[src/rtl/if2id_fetch_if.sv]
// rtl/if2id_fetch_if.sv - fetch-stage bundle: imem port, EX hazard/redirect inputs, IF/ID outputs
interface if2id_fetch_if #(
   parameter int n = 16
) ();
   logic [n-1:0] imem_addr;
   logic [n-1:0] imem_data;
   logic         ex_memread;
   logic [2:0]   ex_load_rt;
   logic         br_taken;
   logic [n-1:0] br_target;
   logic [n-1:0] ID_PC_adder_out;
   logic [n-1:0] ID_inst;
   logic         ID_valid;
   logic         id_bubble;
   logic [15:0]  stall_cnt;
   logic [15:0]  flush_cnt;

   modport master (
      output imem_addr, ID_PC_adder_out, ID_inst, ID_valid, id_bubble, stall_cnt, flush_cnt,
      input  imem_data, ex_memread, ex_load_rt, br_taken, br_target
   );

   modport slave (
      input  imem_addr, ID_PC_adder_out, ID_inst, ID_valid, id_bubble, stall_cnt, flush_cnt,
      output imem_data, ex_memread, ex_load_rt, br_taken, br_target
   );
endinterface

[src/rtl/if2id_fetch.sv]
// rtl/if2id_fetch.sv - PC, instruction fetch and IF/ID register with load-use stall and redirect flush
module if2id_fetch #(
   parameter int           n        = 16,
   parameter logic [n-1:0] RESET_PC = '0,
   parameter logic [n-1:0] NOP      = '0
) (
   input logic           clk,
   input logic           rst,
   if2id_fetch_if.master bus
);
   logic [n-1:0] pc;
   logic [n-1:0] pc_plus1;
   logic [n-1:0] id_pc;
   logic [n-1:0] id_inst;
   logic         id_valid;
   logic [15:0]  stall_cnt;
   logic [15:0]  flush_cnt;
   logic [2:0]   rs;
   logic [2:0]   rt;
   logic         hz;

   assign pc_plus1 = pc + 1'b1;
   assign rs       = id_inst[10:8];
   assign rt       = id_inst[7:5];

   // An injected NOP (id_valid=0) never matches, so a flush cannot trigger a stall.
   assign hz = bus.ex_memread & id_valid &
               ((bus.ex_load_rt == rs) | (bus.ex_load_rt == rt));

   assign bus.imem_addr       = pc;
   assign bus.ID_PC_adder_out = id_pc;
   assign bus.ID_inst         = id_inst;
   assign bus.ID_valid        = id_valid;
   assign bus.id_bubble       = bus.br_taken | hz;
   assign bus.stall_cnt       = stall_cnt;
   assign bus.flush_cnt       = flush_cnt;

   always_ff @(posedge clk) begin
      if (rst) begin
         pc        <= RESET_PC;
         id_pc     <= '0;
         id_inst   <= NOP;
         id_valid  <= 1'b0;
         stall_cnt <= '0;
         flush_cnt <= '0;
      end else if (bus.br_taken) begin
         pc        <= bus.br_target;
         id_pc     <= '0;
         id_inst   <= NOP;
         id_valid  <= 1'b0;
         if (flush_cnt != 16'hFFFF)
            flush_cnt <= flush_cnt + 16'd1;
      end else if (hz) begin
         if (stall_cnt != 16'hFFFF)
            stall_cnt <= stall_cnt + 16'd1;
      end else begin
         pc       <= pc_plus1;
         id_pc    <= pc_plus1;
         id_inst  <= bus.imem_data;
         id_valid <= 1'b1;
      end
   end
endmodule

[src/flat_wrapper.sv]
// flat-port wrapper written by rule: the top's interface ports become plain ports
module if2id_fetch_flat 
#(
   parameter int           n        = 16,
   parameter logic [n-1:0] RESET_PC = '0,
   parameter logic [n-1:0] NOP      = '0
)
  (clk, rst, bus_imem_addr, bus_ID_PC_adder_out, bus_ID_inst, bus_ID_valid, bus_id_bubble, bus_stall_cnt, bus_flush_cnt, bus_imem_data, bus_ex_memread, bus_ex_load_rt, bus_br_taken, bus_br_target);
  if2id_fetch_if #(.n(n)) bus_i ();
  input logic clk;
  input logic rst;
  output wire logic [$bits(bus_i.imem_addr)-1:0] bus_imem_addr;
  output wire logic [$bits(bus_i.ID_PC_adder_out)-1:0] bus_ID_PC_adder_out;
  output wire logic [$bits(bus_i.ID_inst)-1:0] bus_ID_inst;
  output wire logic [$bits(bus_i.ID_valid)-1:0] bus_ID_valid;
  output wire logic [$bits(bus_i.id_bubble)-1:0] bus_id_bubble;
  output wire logic [$bits(bus_i.stall_cnt)-1:0] bus_stall_cnt;
  output wire logic [$bits(bus_i.flush_cnt)-1:0] bus_flush_cnt;
  input wire logic [$bits(bus_i.imem_data)-1:0] bus_imem_data;
  input wire logic [$bits(bus_i.ex_memread)-1:0] bus_ex_memread;
  input wire logic [$bits(bus_i.ex_load_rt)-1:0] bus_ex_load_rt;
  input wire logic [$bits(bus_i.br_taken)-1:0] bus_br_taken;
  input wire logic [$bits(bus_i.br_target)-1:0] bus_br_target;
  assign bus_imem_addr = bus_i.imem_addr;
  assign bus_ID_PC_adder_out = bus_i.ID_PC_adder_out;
  assign bus_ID_inst = bus_i.ID_inst;
  assign bus_ID_valid = bus_i.ID_valid;
  assign bus_id_bubble = bus_i.id_bubble;
  assign bus_stall_cnt = bus_i.stall_cnt;
  assign bus_flush_cnt = bus_i.flush_cnt;
  assign bus_i.imem_data = bus_imem_data;
  assign bus_i.ex_memread = bus_ex_memread;
  assign bus_i.ex_load_rt = bus_ex_load_rt;
  assign bus_i.br_taken = bus_br_taken;
  assign bus_i.br_target = bus_br_target;
  if2id_fetch #(.n(n), .RESET_PC(RESET_PC), .NOP(NOP)) u_core (.clk(clk), .rst(rst), .bus(bus_i));
endmodule
[config.mk]
export PLATFORM = sky130hd
export DESIGN_NAME = if2id_fetch_flat
export DESIGN_NICKNAME = d
export VERILOG_FILES = /design/src/rtl/if2id_fetch_if.sv /design/src/rtl/if2id_fetch.sv /design/src/flat_wrapper.sv
export SDC_FILE = /design/constraint.sdc
export NUM_CORES = 1
export LEC_CHECK = 0
export ABC_AREA = 1
export CORE_MARGIN = 8
export CORE_UTILIZATION = 25
export CTS_CLUSTER_DIAMETER = 80
export DETAILED_ROUTE_END_ITERATION = 8
export PLACE_DENSITY_LB_ADDON = 0.08
export SLEW_MARGIN = 20
export SYNTH_ARGS = -nofsm -noshare
export SYNTH_HDL_FRONTEND = slang
export SYNTH_SLANG_ARGS = --single-unit
[constraint.sdc]
create_clock -name clk -period 1.58 [get_ports clk]
set_input_delay 0.316 -clock clk [delete_from_list [all_inputs] [get_ports clk]]
set_output_delay 0.316 -clock clk [all_outputs]
set_load 0.01 [all_outputs]
# --- Word level (Yosys, flattened, before mapping) ---
# Index checks and enable logic that the tools add are counted.
word_totals:
  out_inout_bits: 82
  register_bits: 81
op_classes:
  reduce_logical: 3
  bitwise: 5
  n_addsub: 3
  muxes: 2
  n_eq_ne: 5
op_table:
  columns: ["op", "count"]
  rows:
  - ["$add 16x1->16 const B", 3]
  - ["$mux 16", 2]
  - ["$ne 16x16->1 const B", 2]
  - ["$eq 3x3->1", 2]
  - ["$reduce_and 3->1", 1]
  - ["$and 1x1->1", 2]
  - ["$ne 2x2->1 const B", 1]
  - ["$or 1x1->1", 2]
  - ["$reduce_and 2->1", 1]
  - ["$reduce_or 2->1", 1]
  - ["$not 1->1", 1]

# --- Longest topological paths before layout ---
depth:
  word_depth: 5
  ltp_mapped: 11

# --- Worst setup path before layout ---
# No wires, ideal clock.
synth_timing:
  kind: "register to register"
  start: "reg u_core.stall_cnt[0] (netlist: u_core.bus.stall_cnt[0])"
  end: "reg u_core.stall_cnt[11] (netlist: u_core.bus.stall_cnt[11])"
  path_stages_with_launch: 11
  slack_ps: -14
  arrival_time_ps: 1523
  synth_period_minus_slack_ps: 1594
  path_cell_list: "dfxtp_1 -> ha_1 -> inv_1 -> nor2_4 -> nand2_4 -> nor2_4 -> nor2_4 -> nand3_4 -> buf_8 -> nand2_1 -> a21oi_1"
synth_between:
  elab_chain_cells: 2
  elab_cells_between_ends: 3
  cone_classes: "1 x add/sub; 1 x eq/ne; 1 x reduce/logical"
synth_lines:
  columns: ["element", "line_no", "rtl"]
  rows:
  - ["start: declaration", "if2id_fetch.sv:16", "logic [15:0] stall_cnt;"]
  - ["start signal: assignment", "if2id_fetch.sv:55", "stall_cnt <= stall_cnt + 16'd1;"]
  - ["parallel branches: the longest is 2 deep, another holds $add 16x1->16", null, null]
# Parallel ways; which one is timed is not known.
# A chain may end at the register's enable or synchronous reset.

# --- Worst setup path in the final report ---
layout_timing:
  start: "reg u_core.id_inst[8] (netlist: u_core.bus.ID_inst[8])"
  end: "out bus_id_bubble"
layout_between:
  elab_chain_cells: 4
layout_lines:
  columns: ["element", "line_no", "rtl"]
  rows:
  - ["start: declaration", "if2id_fetch.sv:14", "logic [n-1:0] id_inst;"]
  - ["start signal: assignment", "if2id_fetch.sv:59", "id_inst <= bus.imem_data;"]
  - ["$eq 3x3->1", "if2id_fetch.sv:28", "((bus.ex_load_rt == rs) | (bus.ex_load_rt == rt));"]
  - ["$or 1x1->1", "if2id_fetch.sv:28", null]
  - ["$and 1x1->1", "if2id_fetch.sv:27", "assign hz = bus.ex_memread & id_valid &"]
  - ["$or 1x1->1", "if2id_fetch.sv:34", "assign bus.id_bubble = bus.br_taken | hz;"]
  - ["end: declaration", "flat_wrapper.sv:16", "output wire logic [$bits(bus_i.id_bubble)-1:0] bus_id_bubble;"]
# No other way between the ends.

==> metrics.md <==
| Metric | Value |
|---|---|
| Number of iterations in the first detailed-routing pass | 4 |
| Effective utilization at floorplan | roughly a quarter |
| Maximum Capacitance Violations | 0 |
| Setup Viol. Count Final | 1 |
| Slowest stage cell on the critical path | sky130_fd_sc_hd__dfxtp_2 |
| Residual DRC | 0 |
| Number of top-level design ports | 121 |
| Via Count | around 4,700 |
| Tmin final | between 1.5 and 2 ns |
| Cell leakage power | 3.08 nW |
| Peak fanout along the critical path | 4 |
| # clock sinks | between 80 and 90 |
| Switching power as a share of total power | around a quarter |
| Maximum clock skew at final layout | ~0.0075 ns |
| Destination of the worst hold path | u_core.bus.ID_PC_adder_out[14] |
| R2R Setup Slk | about 0.040 ns |
| Unique masters post-synth | 34 |
| Crit-path max cell delay | roughly 0.36 ns |
| Initial antenna violation count | 1 |
| Clock Tree Buf Depth | 2 |
| Pins Over Slew Limit | 0 |
| Comb power frac | 14.2% |
| Source of the worst hold timing path | u_core.bus.ID_PC_adder_out[14] |
| Net switching power figure | between 1 and 1.5 mW |
| Internal power | about 3.8 mW |
| Register clock-pin slew on the reported worst setup and hold paths | 0.06 ns |
| Worst setup path category | register to output port |
| Slew at the pin closest to its max-slew limit | 0.410 ns |
| VDD IR max | about 0.47 mV |
| Cell family contributing the most delay on the critical path | simple AND/OR/NAND/NOR gates |
| Std cell rows | 48 |
| Number of H-tree levels | 3 |
| Share of total power in sequential cells | 43.0% |
| Worst R2R Start | u_core.bus.ID_inst[8] |
| Post-CTS Hold Fix Bufs | 0 |
| Final antenna diode count | 0 |
| Power after layout | 5.03 mW |
| Core outline area | around 17,000 µm² |
| Die width | between 100 and 150 µm |
| Post-synthesis cell count | ~620 |
| Syn Std Cell Area | 4290 µm² |
| Initial drt markers | between 150 and 200 |
| Yosys Warn Count | 0 |
| First-pass GRT wire length | between 20,000 and 25,000 µm |
| Root buffer selected by CTS | sky130_fd_sc_hd__clkbuf_16 |
| Via-to-Cell Ratio | around 4.5 |
| Crit end category | output port |
| Outcome | finished, violations left |
| WHS Path Cells | 2 |
| DP HPWL | ~11,000 µm |
| Average wire per cell in the routed design | about 15 µm |
| Final wirelength | approximately 15,000 µm |
| Sum Neg Setup Slack | -0.123 ns |
| Share of final-layout standard cells stronger than drive strength 1 | 20.9% |
| Clk pwr share | between 40 and 50% |
| Slew headroom | 72.4% |
| Power Density | between 700 and 800 nW/µm² |
| Failing checks | negative setup slack |
| Largest net degree at the start of global routing | 29 |
| Number of nets still failing antenna checks after routing | 0 |
| Final estimated routing congestion in global placement | just over 0.8 |
| TritonCTS clock tree | yes |
| Final hold viol count | 0 |
| Avg Inst Size Synth | around 7 µm² |
| Class of the worst hold path | register to register |
| Later-pin clock latency in the skew report | around 0.34 ns |
| Unrepaired setup endpoints after global routing | true |
| Sequential cell area fraction in the yosys report | between 30% and 40% |
| Worst Reg-to-Reg Cells | 12 |
| Data arrival time of the critical path | between 1 and 1.5 ns |
| GRT Util Overall | 13.9% |
| Sort of element at the start of the critical path | register |
| Filler Cells Inserted | approximately 1,800 |
| Die boundary height | between 100 and 150 µm |
| Nets | 850 |
| Area delta synth->final | 55.5% |
| Vias in the first global route | 4,628 |
| Post-synthesis sequential element count | 81 |
| Area of the die | around 22,000 µm² |
| Synthesized Nets | approximately 660 |
| Global route total overflow | 0 |
| Total of buffers placed on input and output ports | 120 |
| Setup WS post-layout | -0.123 ns |
| End of the worst register-to-register path | u_core.bus.ID_PC_adder_out[3] |
| Number of buffers created by CTS | 9 |
| Critical Path RT | 1.26 ns |
| Final period util | 108% |
| Cells along the critical path | inv_2 > nand2_2 > nand2_2 > nor2_2 > nand2_2 > nand2_4 > nand2_4 > nand2_4 > buf_6 |
| Buffers plus inverters on the worst setup path | 2 |
| Fmax | 587 MHz |
[worst max-delay path by stage]
stage | slack [ns] | endpoint | startpoint | cells after the start
floorplan | 0.0003 | bus_id_bubble | u_core.bus.ID_inst[10] | 10
global placement | -0.72 | bus_id_bubble | bus_ex_load_rt[2] | 10
detailed placement | -0.75 | bus_id_bubble | bus_ex_load_rt[2] | 10
CTS | -0.19 | bus_id_bubble | bus_ex_load_rt[1] | 7
global route | -0.20 | bus_id_bubble | u_core.bus.ID_inst[8] | 9
finish | -0.12 | bus_id_bubble | u_core.bus.ID_inst[8] | 9
[power groups by stage]
stage | Combinational (mW) | Clock, mW | Sequential [mW]
floorplan | 0.262 | 0 | 2.24
detailed placement | 0.711 | 0 | 2.20
global route | 0.777 | 2.31 | 2.17
finish | 0.712 | 2.15 | 2.16
global placement | 0.708 | 0 | 2.20
CTS | 0.686 | 2.23 | 2.16
[stage by stage]
step | util, % | hold slack (ns) | setup slack, ns | instances | instance area, µm²
global route | 39.1 | 0.472 | -0.196 | 1037 | 6670
finish | 39.1 | 0.451 | -0.123 | 1037 | 6670
global placement | 36.4 | 0.433 | -0.723 | 1014 | 6200
detailed placement | 36.4 | 0.443 | -0.752 | 1014 | 6200
CTS | 37.9 | 0.454 | -0.188 | 1032 | 6470
floorplan | - | 0.451 | 0.000283 | 621 | 4300
[final cells by class]
class,instances,area (µm²),share of cell area (%)
clock buffer,12,256,3.84
clock inverter,3,40.0,0.600
multi-input combinational,477,2480,37.1
sequential,81,1650,24.7
timing repair buffer,200,1830,27.4
tap,225,282,4.22
inverter,39,146,2.19
[layer usage]
layer,track usage (%),wire length (µm),up-vias,share of wire (%)
met5,0,9,-,0.059
met4,4.59,237,2,1.6
met1,17.3,7020,2147,46
li1,-,-,2394,-
met3,3.38,806,16,5.3
met2,23.1,7210,105,47
[cells by family after synthesis]
group / count (synthesis) / share of synthesized area (%)
xor+xnor: 24 / 4.90
compound gates: 71 / 9.19
flops: 81 / 37.8
fa+ha+maj: 3 / 0.875
simple gates: 378 / 39.8
buf+inv: 64 / 7.47
[flip-flops by register name, indices dropped and copies added (netlist names)]
register,cells
u_core.bus.ID_PC_adder_out,16
u_core.bus.ID_inst,16
u_core.bus.ID_valid,1
u_core.bus.flush_cnt,16
u_core.bus.imem_addr,16
u_core.bus.stall_cnt,16
[Yosys cell counts]
cell / number / share of area (%)
sky130_fd_sc_hd__nand2_2: 10 / 1.5
sky130_fd_sc_hd__clkbuf_1: 12 / 1.1
sky130_fd_sc_hd__nor3_1: 7 / 0.82
sky130_fd_sc_hd__dfxtp_1: 81 / 38
sky130_fd_sc_hd__a31oi_1: 1 / 0.15
sky130_fd_sc_hd__a21oi_1: 27 / 3.2
sky130_fd_sc_hd__nand3b_1: 3 / 0.53
sky130_fd_sc_hd__nand2_1: 203 / 18
sky130_fd_sc_hd__nor4_1: 1 / 0.15
sky130_fd_sc_hd__nor3b_1: 2 / 0.35
sky130_fd_sc_hd__buf_6: 5 / 1.3
sky130_fd_sc_hd__inv_2: 2 / 0.18
sky130_fd_sc_hd__xnor2_1: 8 / 1.6
sky130_fd_sc_hd__buf_12: 1 / 0.47
sky130_fd_sc_hd__nor2_1: 70 / 6.1
sky130_fd_sc_hd__nand4_1: 30 / 4.4
sky130_fd_sc_hd__a21oi_4: 1 / 0.38
sky130_fd_sc_hd__buf_4: 3 / 0.53
sky130_fd_sc_hd__buf_8: 1 / 0.35
sky130_fd_sc_hd__o21ai_1: 8 / 0.93
sky130_fd_sc_hd__nor2_2: 2 / 0.29
sky130_fd_sc_hd__nand3_1: 37 / 4.3
sky130_fd_sc_hd__nand3_4: 1 / 0.41
sky130_fd_sc_hd__o21ai_0: 27 / 3.2
sky130_fd_sc_hd__clkinv_1: 2 / 0.18
sky130_fd_sc_hd__nor2_4: 5 / 1.3
sky130_fd_sc_hd__nand2_4: 3 / 0.79
sky130_fd_sc_hd__nand3_2: 3 / 0.70
sky130_fd_sc_hd__xor2_1: 16 / 3.3
sky130_fd_sc_hd__buf_2: 3 / 0.35
sky130_fd_sc_hd__nor3_4: 1 / 0.38
sky130_fd_sc_hd__ha_1: 3 / 0.88
sky130_fd_sc_hd__a21oi_2: 7 / 1.4
sky130_fd_sc_hd__inv_1: 35 / 3.1
[worst min-delay path, cell delays in order, from the launching register on]
cell	delay, ns
sky130_fd_sc_hd__dfxtp_1	0.31
sky130_fd_sc_hd__nand2_1	0.06
sky130_fd_sc_hd__nand2_1	0.04
[what timing repair did]
item	4_1_cts	5_1_grt
gates cloned	0	1
endpoints found under the setup margin	114	80
setup buffers	3	4
gates resized for setup	81	45
pin swaps	1	13
[cells in the final DEF (no fill, tap or decap), drive strengths merged]
master         synthesis  routed
clkdlybuf4s50          0      51
ha                     3       3
clkinv                 2       4
nor4                   1       1
xor2                  16      16
nor3                   8       8
bufinv                 0       1
nand2                216     216
nand3b                 3       3
a21oi                 35      35
nor2                  77      77
nand4                 30      30
clkbuf                12      12
o21ai                 35      35
buf                   13      81
a31oi                  1       1
inv                   37      37
dfxtp                 81      81
dlymetal6s2s           0       7
nor3b                  2       2
dlygate4sd2            0      60
xnor2                  8       8
clkdlybuf4s15          0       1
nand3                 41      42
(Power assumes the default switching activity.)
